==> src/rtl/fp_pkg.sv <==
// Shared single-precision float types and integer limits for fp_adder and fp_to_int32.
package fp_pkg;

  localparam int FP_EXP_W  = 8;
  localparam int FP_FRAC_W = 23;
  localparam int FP_BIAS   = 127;

  localparam logic [31:0] INT_MAX = 32'h7FFF_FFFF;
  localparam logic [31:0] INT_MIN = 32'h8000_0000;

  localparam logic [FP_EXP_W-1:0] FP_EXP_MAX = 8'hFF;

  typedef struct packed {
    logic                 sign;
    logic [FP_EXP_W-1:0]  exp;
    logic [FP_FRAC_W-1:0] frac;
  } fp32_t;

  typedef enum logic [1:0] {
    CVT_IDLE  = 2'd0,
    CVT_SHIFT = 2'd1,
    CVT_ROUND = 2'd2,
    CVT_DONE  = 2'd3
  } cvt_state_e;

  typedef enum logic [1:0] {
    CLS_NUM = 2'd0,
    CLS_NAN = 2'd1,
    CLS_SAT = 2'd2
  } cvt_cls_e;

  function automatic logic [5:0] min_u6(input logic [5:0] a, input logic [5:0] b);
    return (a < b) ? a : b;
  endfunction

endpackage

==> src/rtl/fp_rne_round.sv <==
// Round-to-nearest-even, sign application and saturation for fp_to_int32.
// Flag outputs exist only when FP_TO_INT32_FLAGS_EN is defined.
module fp_rne_round
  import fp_pkg::*;
(
  input  logic        sign_i,
  input  cvt_cls_e    cls_i,
  input  logic [31:0] int_i,
  input  logic        guard_i,
  input  logic        lsb_i,
  input  logic        rs_i,
`ifdef FP_TO_INT32_FLAGS_EN
  output logic        invalid_o,
  output logic        inexact_o,
`endif
  output logic [31:0] result_o
);

  logic [31:0] mag_s;
  logic [31:0] signed_s;

  // Round the magnitude, negate for negative inputs, then override with saturation values.
  always_comb begin
    mag_s    = int_i + {31'd0, guard_i & (lsb_i | rs_i)};
    signed_s = sign_i ? (~mag_s + 32'd1) : mag_s;
    case (cls_i)
      CLS_NAN: result_o = INT_MIN;
      CLS_SAT: result_o = sign_i ? INT_MIN : INT_MAX;
      default: result_o = signed_s;
    endcase
  end

`ifdef FP_TO_INT32_FLAGS_EN
  // Specials never report inexact; exact -2^31 is classified as a normal number.
  always_comb begin
    invalid_o = (cls_i != CLS_NUM);
    inexact_o = (cls_i == CLS_NUM) && (guard_i || rs_i);
  end
`endif

endmodule

==> src/rtl/fp_to_int32.sv <==
// Iterative IEEE-754 single to int32 converter with RNE rounding and ready/valid handshakes.
// Optional flag_invalid/flag_inexact outputs are enabled by defining FP_TO_INT32_FLAGS_EN.
module fp_to_int32
  import fp_pkg::*;
#(
  parameter int unsigned STEP = 1
) (
  input  logic        clk,
  input  logic        rst,
  input  logic        in_valid,
  output logic        in_ready,
  input  logic [31:0] in_f,
  output logic        out_valid,
  input  logic        out_ready,
`ifdef FP_TO_INT32_FLAGS_EN
  output logic        flag_invalid,
  output logic        flag_inexact,
`endif
  output logic [31:0] out_i
);

  localparam logic [5:0] STEP_U6   = 6'(STEP);
  localparam logic [7:0] EXP_UNITY = 8'(FP_BIAS + FP_FRAC_W);
  localparam logic [7:0] EXP_LAST  = 8'(FP_BIAS + FP_FRAC_W + 7);
  localparam logic [7:0] EXP_MIN31 = 8'(FP_BIAS + 31);

  cvt_state_e  state_q;
  logic        in_ready_q;
  logic        out_valid_q;
  logic [31:0] out_q;
  logic        sign_q;
  logic        left_q;
  cvt_cls_e    cls_q;
  logic [5:0]  rem_q;
  logic [63:0] w_q;
  logic        sticky_q;

  fp32_t       f_s;
  logic [7:0]  rsh_s;
  logic        exact_min_s;
  cvt_cls_e    acc_cls_d;
  logic        acc_left_d;
  logic [5:0]  acc_rem_d;

  logic [5:0]  amt_s;
  logic        drop_s;
  logic [63:0] w_step_s;

  logic [31:0] rnd_res_s;
`ifdef FP_TO_INT32_FLAGS_EN
  logic        rnd_inv_s;
  logic        rnd_inx_s;
  logic        flag_invalid_q;
  logic        flag_inexact_q;
`endif

  // Classify the incoming float into special/left/right and the shift distance.
  always_comb begin
    f_s         = fp32_t'(in_f);
    rsh_s       = EXP_UNITY - f_s.exp;
    exact_min_s = f_s.sign && (f_s.exp == EXP_MIN31) && (f_s.frac == 23'd0);
    acc_cls_d   = CLS_NUM;
    acc_left_d  = 1'b0;
    acc_rem_d   = 6'd0;
    if (f_s.exp == FP_EXP_MAX) begin
      acc_cls_d = (f_s.frac != 23'd0) ? CLS_NAN : CLS_SAT;
    end else if ((f_s.exp > EXP_LAST) && !exact_min_s) begin
      acc_cls_d = CLS_SAT;
    end else if (f_s.exp >= EXP_UNITY) begin
      acc_left_d = 1'b1;
      acc_rem_d  = 6'(f_s.exp - EXP_UNITY);
    end else if ((f_s.exp == 8'd0) || (rsh_s > 8'd33)) begin
      acc_rem_d = 6'd33;
    end else begin
      acc_rem_d = rsh_s[5:0];
    end
  end

  // One shifter step; bits falling off the bottom on right shifts feed sticky.
  always_comb begin
    amt_s  = min_u6(rem_q, STEP_U6);
    drop_s = 1'b0;
    for (int i = 0; i < 8; i++) begin
      drop_s = drop_s | (w_q[i] & (6'(i) < amt_s));
    end
    w_step_s = left_q ? (w_q << amt_s) : (w_q >> amt_s);
  end

  fp_rne_round u_round (
    .sign_i    (sign_q),
    .cls_i     (cls_q),
    .int_i     (w_q[63:32]),
    .guard_i   (w_q[31]),
    .lsb_i     (w_q[32]),
    .rs_i      ((|w_q[30:0]) | sticky_q),
`ifdef FP_TO_INT32_FLAGS_EN
    .invalid_o (rnd_inv_s),
    .inexact_o (rnd_inx_s),
`endif
    .result_o  (rnd_res_s)
  );

  // Conversion FSM with registered handshake and result outputs.
  always_ff @(posedge clk) begin
    if (rst) begin
      state_q     <= CVT_IDLE;
      in_ready_q  <= 1'b1;
      out_valid_q <= 1'b0;
      out_q       <= 32'd0;
      sign_q      <= 1'b0;
      left_q      <= 1'b0;
      cls_q       <= CLS_NUM;
      rem_q       <= 6'd0;
      w_q         <= 64'd0;
      sticky_q    <= 1'b0;
`ifdef FP_TO_INT32_FLAGS_EN
      flag_invalid_q <= 1'b0;
      flag_inexact_q <= 1'b0;
`endif
    end else begin
      case (state_q)
        CVT_IDLE: begin
          if (in_valid) begin
            sign_q     <= f_s.sign;
            left_q     <= acc_left_d;
            cls_q      <= acc_cls_d;
            rem_q      <= acc_rem_d;
            w_q        <= {8'd0, (f_s.exp != 8'd0), f_s.frac, 32'd0};
            sticky_q   <= 1'b0;
            in_ready_q <= 1'b0;
            state_q    <= CVT_SHIFT;
          end else begin
            state_q <= CVT_IDLE;
          end
        end
        CVT_SHIFT: begin
          if (rem_q == 6'd0) begin
            state_q <= CVT_ROUND;
          end else begin
            w_q      <= w_step_s;
            rem_q    <= rem_q - amt_s;
            sticky_q <= sticky_q | (drop_s & ~left_q);
          end
        end
        CVT_ROUND: begin
          out_q       <= rnd_res_s;
          out_valid_q <= 1'b1;
`ifdef FP_TO_INT32_FLAGS_EN
          flag_invalid_q <= rnd_inv_s;
          flag_inexact_q <= rnd_inx_s;
`endif
          state_q     <= CVT_DONE;
        end
        CVT_DONE: begin
          if (out_ready) begin
            out_valid_q <= 1'b0;
            in_ready_q  <= 1'b1;
            state_q     <= CVT_IDLE;
          end else begin
            state_q <= CVT_DONE;
          end
        end
        default: begin
          out_valid_q <= 1'b0;
          in_ready_q  <= 1'b1;
          state_q     <= CVT_IDLE;
        end
      endcase
    end
  end

  assign in_ready  = in_ready_q;
  assign out_valid = out_valid_q;
  assign out_i     = out_q;
`ifdef FP_TO_INT32_FLAGS_EN
  assign flag_invalid = flag_invalid_q;
  assign flag_inexact = flag_inexact_q;
`endif

endmodule

==> config.mk <==
export PLATFORM = sky130hd
export DESIGN_NAME = fp_to_int32
export DESIGN_NICKNAME = d
export VERILOG_FILES = /design/src/rtl/fp_pkg.sv /design/src/rtl/fp_rne_round.sv /design/src/rtl/fp_to_int32.sv
export SDC_FILE = /design/constraint.sdc
export NUM_CORES = 1
export LEC_CHECK = 0
export CORE_MARGIN = 5
export CORE_UTILIZATION = 53
export DETAILED_ROUTE_END_ITERATION = 12
export PLACE_DENSITY = 0.75
export REMOVE_ABC_BUFFERS = 1
export SYNTH_ARGS = -nofsm -noshare
export SYNTH_HDL_FRONTEND = slang
export SYNTH_SLANG_ARGS = --single-unit
==> constraint.sdc <==
create_clock -name clk -period 2.7 [get_ports clk]
set_input_delay 0.27 -clock clk [delete_from_list [all_inputs] [get_ports clk]]
set_output_delay 0.27 -clock clk [all_outputs]
set_load 0.005 [all_outputs]
==> metrics.yaml <==
setup_ws_ns: -0.0517
fin_area_um2: 10400
via_per_inst: 6.12
worstSetupStartpoint: "w_q[7]"
grt_start_max_net_pins: 49
area_growth_pct: 33.7
grt_pass1_wl_mm: 39.3
period_minus_slack_ns: 2.75
mappedNetlistArea_um2: 7740
die_area_um2: 17100
synth-seq-area-share_pct: 28.7
yosys.area.top_type_share_pct: 28.7
worstPathArrival_ns: 3.02
clk_latency_ns: 0.37
die_w_um: 131
top_layer: "met4"
start_util_pct: 53.7
met3WireLength_mm: 1.71
worstReg2RegStart: "w_q[7]"
drive_above_1_share_pct: 25.6
cp-start-kind: "register"
status: "finished with violations"
yosysMostFrequentCell: "nor2_1"
cts_tree: "done"
p_switching_mw: 5.46
relSlewSlack_pct: 27.4
cp-end-kind: "register"
critical_path_required_ns: 2.97
power_frac_seq_pct: 24.5
rr_worst_depth: 14
cp_slowest_cell: "dfxtp_1"
rr_endpoint: "out_i[18]"
crit_end: "out_i[18]"
firstDrtPassIters: 5
ir_drop_v: 0.000814
io_pins: 70
synth.largest_area_cell: "dfxtp_1"
whs_ns: 0.322
finalHoldViolations: 0
fin_crit_sh_pct: 102
wl_met1_mm: 10.4
worstPathCellList: "nor4_2 -> nand4_1 -> o21ai_2 -> nand2_1 -> inv_1 -> ha_2 -> o311a_1 -> nand4_1 -> buf_4 -> a21o_1 -> buf_6 -> o31a_1 -> mux2i_1 -> nand2_1"
cts-root-buf: "clkbuf_16"
hpwlAfterDp_mm: 17.4
gr-total-overflow: 0
dr_wl_met2_mm: 11.9
cts_sinks: 111
drcViolationCount: 0
critPathKind: "reg -> reg"
final_cell_count_no_fill: 1375
chipHeight_um: 131
clkPwrFrac_pct: 11.5
yosys_register_bits: 111
antenna_cells: 0
crit_fanout: 3
numCtsBuffers: 9
syn_inst: 1003
swShare_pct: 45.3
tightest_slew_ns: 1.09
hp-class: "in -> reg"
portBuffers: 69
clk_pin_slew_ns: 0.08
grt.total_usage_pct: 28.6
coreArea_um2: 14400
synth_edf_count: 0
finish.utilization_pct: 71.8
synthArstFlopShare_pct: 0
p_per_area_nw_per_um2: 1160
drt_iter0_markers: 831
rsz0062_at_grt: "true"
placed_cells: 1345
detail-route-antenna-nets: 0
cts_hold_buf: 0
ys_warn_count: 0
rrSetupSlack_ns: -0.05
drt_wl_total_mm: 24.9
place.gp.congestion: 0.994
timing.setup.tns_ns: -0.0678
drv_slew: 0
cap_violations: 0
dr_total_vias: 8414
fmax_ghz: 0.363
final_nets: 1237
finClkSkew_ns: 0.0126
avgRoutedWirePerCell_um: 18.1
antenna_found_initial: 0
synthFlopType: "dfxtp_1"
synth.distinct_cells: 73
p_int_mw: 6.59
p_total_mw: 12.1
grt_pass1_vias: 7891
dp_slack_ns: -0.225
setup_viol: 2
critPathMaxStageDelay_ns: 0.33
leakagePower_nw: 4.04
cts_buffer_depth: 2
synth_area_per_cell_um2: 7.72
synth_commonest_cells: "nor2_1, dfxtp_1, nand2_1"
num_rows: 44
placement.cell_area_um2: 9650
htree_levels: 3
pwr-share-comb_pct: 64.0
failed_checks: "setup timing"
synth.area.top_cells: "dfxtp_1, mux2i_1, nor2_1, a21oi_1, xnor2_1"
## per-layer routing
layer	vias up	global-route usage (%)
met5	-	0
met4	0	12.0
met3	67	4.19
met2	340	48.2
met1	3949	36.5
li1	4058	-
## worst max-delay path: cells and delay by family (launching register included)
family	cells	cell delay, ns
AND/OR/NAND/NOR	5	0.70
multiplexers	1	0.18
AO/OA/AOI/OAI	4	0.91
flip-flops	1	0.33
adder cells (fa/ha/maj)	1	0.18
buffers and inverters	3	0.35
## power groups by stage
| stage | Sequential, mW | Combinational, mW | Clock (mW) |
|---|---|---|---|
| 5_1_grt | 3.03 | 8.37 | 1.46 |
| 6_report | 2.95 | 7.71 | 1.39 |
| 2_1_floorplan | 3.05 | 3.73 | 0 |
| 3_5_place_dp | 2.90 | 6.98 | 0 |
| 4_1_cts | 2.88 | 7.29 | 1.40 |
| 3_3_place_gp | 2.86 | 6.87 | 0 |
## layout make-up
cell class,count,area (µm²)
repair buffers,257,2120
multi-input cells,789,5400
clock buffers,9,225
clock inverters,7,77.6
well taps,184,230
fillers,1145,4070
inverters,18,67.6
flip-flops and latches,111,2230
## cell usage in the layout (no fill, tap or decap), types with 7 or more instances in the layout
cell type	count
buf_4	183
nor2_1	110
dfxtp_1	103
nand2_1	79
a21oi_1	74
clkdlybuf4s50_1	68
mux2i_1	50
o21ai_0	44
a211oi_1	38
nor3_1	37
xnor2_1	35
nand3_1	31
o221ai_1	24
mux2_2	21
and3_1	19
inv_1	17
nand4_1	17
nor4_1	16
xor2_1	14
ha_1	13
or3_1	12
a31oi_1	10
clkbuf_16	9
a221oi_1	8
dfxtp_2	8
nand2b_1	7
nand3b_1	7
## state kept, by name (all words and copies together), names as in the netlist
signal     flops
state_q        2
sign_q         1
in_ready       1
out_valid      1
w_q           64
cls_q          2
out_i         32
sticky_q       1
rem_q          6
left_q         1
## kinds of logic after synthesis
logic type	Yosys count	synth area share, %
flops	111	28.7
simple gates	393	25.6
compound gates	255	22.1
xor+xnor	52	5.88
fa+ha+maj	15	2.42
mux	73	9.79
buf+inv	104	5.45
## repair_timing
| action | in CTS | in global routing |
|---|---|---|
| gates resized for setup | 20 | 46 |
| setup endpoints to repair | 15 | 29 |
| buffers inserted | 10 | 6 |
| pin swaps | 14 | 35 |
| endpoints found under the hold margin | 0 | 0 |
| gates cloned | 0 | 1 |
## worst min path at each step
stage / from / end / slack (ns) / cells past startpoint
finish: rst / in_ready / 0.32 / 3
global route: rst / in_ready / 0.39 / 3
CTS: rst / in_ready / 0.33 / 3
detailed placement: out_i[14] / out_i[14] / 0.48 / 2
global placement: cls_q[1] / cls_q[1] / 0.47 / 2
floorplan: rst / cls_q[1] / 0.34 / 1
Note: power is estimated with default switching activity, not from simulation.
